==> src/rtl/imem_program_loader.sv <==
// Run-time instruction-memory loader: packs a big-endian byte stream into 32-bit words,
// writes them to consecutive imem addresses and holds the CPU in reset until the load completes.
module imem_program_loader #(
    parameter int ADDR_WIDTH = 9,
    parameter int BASE_ADDR  = 0
) (
    input  logic                  clk,
    input  logic                  reset,
    input  logic                  start,
    input  logic [ADDR_WIDTH-2:0] word_count,
    input  logic [7:0]            byte_in,
    input  logic                  byte_valid,
    output logic                  byte_ready,
    output logic                  mem_we,
    output logic [ADDR_WIDTH-1:0] mem_addr,
    output logic [31:0]           mem_wdata,
    output logic                  cpu_hold,
    output logic                  busy,
    output logic                  done,
    output logic                  error,
    output logic [31:0]           checksum
);

    typedef enum logic [1:0] {
        IDLE  = 2'd0,
        RECV  = 2'd1,
        WRITE = 2'd2,
        DONE  = 2'd3
    } state_t;

    localparam logic [ADDR_WIDTH-1:0] BASE     = ADDR_WIDTH'(BASE_ADDR);
    localparam logic [ADDR_WIDTH-1:0] DEPTH    = {2'b01, {(ADDR_WIDTH-2){1'b0}}};
    localparam logic [ADDR_WIDTH-1:0] STEP     = {{(ADDR_WIDTH-3){1'b0}}, 3'b100};
    localparam logic [ADDR_WIDTH-2:0] ONE_WORD = {{(ADDR_WIDTH-2){1'b0}}, 1'b1};
    localparam logic [ADDR_WIDTH-2:0] NO_WORDS = {(ADDR_WIDTH-1){1'b0}};

    state_t                  state_q, state_d;
    logic [1:0]              cnt_q, cnt_d;
    logic [23:0]             asm_q, asm_d;
    logic [ADDR_WIDTH-2:0]   left_q, left_d;
    logic [ADDR_WIDTH-1:0]   addr_q, addr_d;
    logic [31:0]             wdata_q, wdata_d;
    logic [31:0]             sum_q, sum_d;
    logic                    error_q, error_d;
    logic                    ready_q, ready_d;
    logic                    we_q, we_d;
    logic                    hold_q, hold_d;
    logic                    busy_q, busy_d;
    logic                    done_q, done_d;

    // Next-state, datapath and registered-output decode
    always_comb begin
        state_d = state_q;
        cnt_d   = cnt_q;
        asm_d   = asm_q;
        left_d  = left_q;
        addr_d  = addr_q;
        wdata_d = wdata_q;
        sum_d   = sum_q;
        error_d = error_q;

        case (state_q)
            IDLE, DONE: begin
                if (start) begin
                    if ({1'b0, word_count} > DEPTH) begin
                        error_d = 1'b1;
                        state_d = IDLE;
                    end else if (word_count == NO_WORDS) begin
                        error_d = 1'b0;
                        sum_d   = 32'd0;
                        state_d = DONE;
                    end else begin
                        error_d = 1'b0;
                        sum_d   = 32'd0;
                        addr_d  = BASE;
                        left_d  = word_count;
                        cnt_d   = 2'd0;
                        state_d = RECV;
                    end
                end else begin
                    state_d = state_q;
                end
            end
            RECV: begin
                if (byte_valid && ready_q) begin
                    if (cnt_q == 2'd3) begin
                        wdata_d = {asm_q, byte_in};
                        cnt_d   = 2'd0;
                        state_d = WRITE;
                    end else begin
                        asm_d = {asm_q[15:0], byte_in};
                        cnt_d = cnt_q + 2'd1;
                    end
                end else begin
                    state_d = RECV;
                end
            end
            WRITE: begin
                sum_d  = sum_q + wdata_q;
                left_d = left_q - ONE_WORD;
                if (left_q == ONE_WORD) begin
                    state_d = DONE;
                end else begin
                    addr_d  = addr_q + STEP;
                    state_d = RECV;
                end
            end
            default: begin
                state_d = IDLE;
            end
        endcase

        // Outputs are flopped from the next state so they line up with state_q
        ready_d = (state_d == RECV);
        we_d    = (state_d == WRITE);
        busy_d  = (state_d == RECV) || (state_d == WRITE);
        done_d  = (state_d == DONE);
        hold_d  = (state_d != DONE);
    end

    // State and output registers
    always_ff @(posedge clk or posedge reset) begin
        if (reset) begin
            state_q <= IDLE;
            cnt_q   <= 2'd0;
            asm_q   <= 24'd0;
            left_q  <= NO_WORDS;
            addr_q  <= BASE;
            wdata_q <= 32'd0;
            sum_q   <= 32'd0;
            error_q <= 1'b0;
            ready_q <= 1'b0;
            we_q    <= 1'b0;
            hold_q  <= 1'b1;
            busy_q  <= 1'b0;
            done_q  <= 1'b0;
        end else begin
            state_q <= state_d;
            cnt_q   <= cnt_d;
            asm_q   <= asm_d;
            left_q  <= left_d;
            addr_q  <= addr_d;
            wdata_q <= wdata_d;
            sum_q   <= sum_d;
            error_q <= error_d;
            ready_q <= ready_d;
            we_q    <= we_d;
            hold_q  <= hold_d;
            busy_q  <= busy_d;
            done_q  <= done_d;
        end
    end

    assign byte_ready = ready_q;
    assign mem_we     = we_q;
    assign mem_addr   = addr_q;
    assign mem_wdata  = wdata_q;
    assign cpu_hold   = hold_q;
    assign busy       = busy_q;
    assign done       = done_q;
    assign error      = error_q;
    assign checksum   = sum_q;

endmodule

==> config.mk <==
export PLATFORM = sky130hd
export DESIGN_NAME = imem_program_loader
export DESIGN_NICKNAME = d
export VERILOG_FILES = /design/src/rtl/imem_program_loader.sv
export SDC_FILE = /design/constraint.sdc
export NUM_CORES = 1
export LEC_CHECK = 0
export ABC_AREA = 1
export CORE_ASPECT_RATIO = 0.5
export CORE_MARGIN = 2
export CORE_UTILIZATION = 45
export CTS_CLUSTER_DIAMETER = 150
export DETAILED_ROUTE_END_ITERATION = 7
export GPL_ROUTABILITY_DRIVEN = 0
export PLACE_DENSITY = 0.65
export SLEW_MARGIN = 10
export SYNTH_ARGS = -nofsm -noshare
export SYNTH_HDL_FRONTEND = slang
export SYNTH_SLANG_ARGS = --single-unit
==> constraint.sdc <==
create_clock -name clk -period 4.9 [get_ports clk]
set_clock_uncertainty 0.15 [all_clocks]
set_input_delay 1.47 -clock clk [delete_from_list [all_inputs] [get_ports clk]]
set_output_delay 1.47 -clock clk [all_outputs]
set_load 0.01 [all_outputs]
==> metrics.csv <==
stage,metric,value,unit
floorplan,io_pins,99,
routing,wirelength,19080,um
clocking,cts-buffers-inserted,17,
routing,vias_per_cell,4.954,
synthesis,avgSynthCellArea,6.965,um^2
clocking,cts_setup_buffers,0,
timing,tightestPinTransition,0.7188,ns
clocking,clkLatencyLatePin,0.42,ns
finish,layoutNonFillerInstCount,1340,
clocking,cts_tree,yes,
min_path,hp-class,flop to flop,
floorplan,rows,32,
setup_path,cpMostUsedCell,nor2_1,
synthesis,synthArstFlopShare,100.0,%
setup_path,path_cells,clkdlybuf4s50_1 > inv_1 > nand4_1 > nor2_1 > nor2_1 > nand2_2 > nand2_4 > nor2_8 > inv_2 > o21ai_0,
setup_path,crit_arrival,3.53,ns
setup_path,crit_path_top_delay_cell,nor2_8,
timing,fin_tns_setup,0,ns
synthesis,synth-edff-count,0,
clocking,htreeDepth,4,
synthesis,synth.most_common_cell,nand2_1,
floorplan,die-area,16950,um^2
synthesis,synth_area_leaders,"dfrtp_1 39%, nand2_1 20%, inv_1 8.8%, ha_1 7.0%, o21ai_0 5.8%",
synthesis,synth_cell_type_count,37,
setup_path,critPathMaxFanout,35,
power,p_clk_share,30.4,%
setup_path,slowest_delay,0.48,ns
synthesis,seq_area_frac_synth,39.62,%
synthesis,yosys.area.top_type_share,39.26,%
setup_path,cp-end-kind,flop,
routing,wl_per_cell,14.24,um
placed_design,dp_cells,1308,
synthesis,netlist_area,7139,um^2
clocking,cts_sinks,113,
clocking,ctsHoldBuffers,0,
power,power.switching,0.001593,W
timing,setup_violations,0,
floorplan,die_h,93.07,um
routing,vias,6639,
placed_design,dp_slack,1.102,ns
finish,final_nets,1184,
clocking,root_buffer,clkbuf_16,
synthesis,ys_ff_latch,113,
finish,num_antenna_cells,0,
timing,post-route-period-util,68.21,%
floorplan,core_area,15450,um^2
clocking,clockBufferDepth,2,
synthesis,syn_inst,1025,
global_routing,grt_max_degree,57,
routing,drt_iter0_markers,424,
power,internal_power,0.002424,W
finish,ff_latch_area,2829,um^2
synthesis,ys_warn_count,0,
power,totalPowerFinal,0.004018,W
routing,first_pass_iters,5,
timing,hold_violations,0,
finish,multi_input_area,3556,um^2
timing,report.final.slew_viol_count,0,
global_routing,grtUsageTotal,23.76,%
power,switching_share,39.66,%
setup_path,startpoint_type,primary input,
finish,n_fill_cell,1458,
setup_path,worstPathRequired,5.08,ns
synthesis,synth_area_leader_cell,dfrtp_1,
global_routing,antenna_found_initial,0,
global_routing,grt_pass1_wl,31240,um
timing,slew_headroom,51.91,%
timing,fmax,299.2,MHz
flow_run,cap_violations,0,
setup_path,path_class,primary input to flop,
synthesis,synthTopCellsByCount,"389 x nand2_1, 167 x inv_1, 112 x dfrtp_1",
power,pwr_density_cell,454.2,nW/um^2
routing,ant_nets,0,
setup_path,crit_family,simple AND/OR/NAND/NOR gates,
power,p_leak,4.716,nW
timing,min_period,3.342,ns
floorplan,die_w,182.1,um
finish,layout-drive-gt1-share,5.898,%
status,status,completed,
clocking,cts_resized,0,
clocking,clk_pin_slew,0.06,ns
routing,drc_errors,0,
global_routing,gr-total-overflow,0,
finish,area_growth,23.89,%
power,ir_worst_vdd,323.5,uV
timing,rsz0062_at_grt,false,
placed_design,dp_hpwl,14580,um
synthesis,yosys_most_used_dff,dfrtp_1,
setup_path,path_buf_inv,3,
placed_design,io_buffers,96,
global_routing,grt_pass1_vias,6169,
power,power_frac_seq,34.9,%
power,comb_power_share,34.7,%
floorplan,initial_core_util,46.19,%
timing,setup_ws,1.558,ns
-- area by class of cell --
class                      instances  area share (%)
multi-input combinational        721           40.20
clock inverter                    15           1.669
sequential                       113           31.98
inverter                         170           7.243
timing repair buffer             100           11.20
clock buffer                      17           4.810
tap                              204           2.886
-- cell families (layout without fill, tap and decap cells) --
family / Yosys count / in the layout / share of synthesized area, %
compound gates: 120 / 120 / 8.903
xor+xnor: 13 / 13 / 1.595
fa+ha+maj: 41 / 41 / 7.291
buf+inv: 192 / 302 / 10.66
flops: 113 / 113 / 39.63
mux: 8 / 8 / 1.262
other cells: 1 / 2 / 0.05253
simple gates: 537 / 537 / 30.62
-- worst paths after layout --
kind                                from          end  slack [ns]  cells past startpoint
hold / removal                 left_q[4]    left_q[4]        0.33                      2
max in group asynchronous          reset  checksum[2]        2.46                      3
min in group asynchronous          reset  mem_addr[8]        1.33                      2
hold reg to reg                left_q[4]    left_q[4]        0.33                      2
setup reg to reg              state_q[0]  checksum[3]        2.32                      8
setup / recovery           word_count[5]  checksum[3]        1.56                     10
-- power by group through the flow --
stage / Combinational, W / Sequential (W) / Clock [W]
after global routing: 0.00159 / 0.00143 / 0.00128
after detailed placement: 0.00140 / 0.00141 / 0
final: 0.00139 / 0.00140 / 0.00122
after floorplan: 0.000932 / 0.00138 / 0
after CTS: 0.00141 / 0.00140 / 0.00124
after global placement: 0.00136 / 0.00141 / 0
-- metal layers --
metal	up-vias	global-route usage, %	part of all wire [%]
met5	-	0	0
met4	0	6.855	1.1
met3	18	4.478	6.1
met2	174	35.46	42
met1	3074	35.08	51
li1	3373	-	-
-- registers in the layout, indices dropped and copies added (netlist names) --
name,count
cnt_q,2
state_q,2
byte_ready,1
mem_wdata,32
checksum,32
mem_we,1
cpu_hold,1
mem_addr,7
left_q,8
busy,1
done,1
asm_q,24
error,1
-- metrics by stage --
stage / util (%) / cell area, um^2 / hold slack [ns]
final: 57.23 / 8845 / 0.3304
after global routing: 57.23 / 8845 / 0.3509
after CTS: 57.21 / 8842 / 0.3296
after detailed placement: 53.51 / 8269 / 0.3127
after global placement: 53.51 / 8269 / 0.3084
after floorplan: - / 7143 / 0.2912
-- placed cells by master (no fill, tap or decap), drive strengths merged, types with 2 or more instances in the layout --
master	n
a21oi	22
and2	3
buf	4
clkbuf	17
clkdlybuf4s50	96
clkinv	4
clkinvlp	3
conb	2
dfrtp	112
ha	40
inv	177
mux2	8
nand2	392
nand3	51
nand3b	3
nand4	8
nor2	70
nor3	5
o21ai	91
o21bai	3
or2	5
xnor2	6
xor2	7
-- worst reg2reg max path: stages, from the launching register on --
cell and delay, ns:
dfrtp_1 0.39, inv_1 0.08, ha_1 0.43, nor2_1 0.15, nor2_2 0.18, nand2_4 0.29
nor2_8 0.50, inv_2 0.15, o21ai_0 0.18
(Power assumes the default switching activity.)
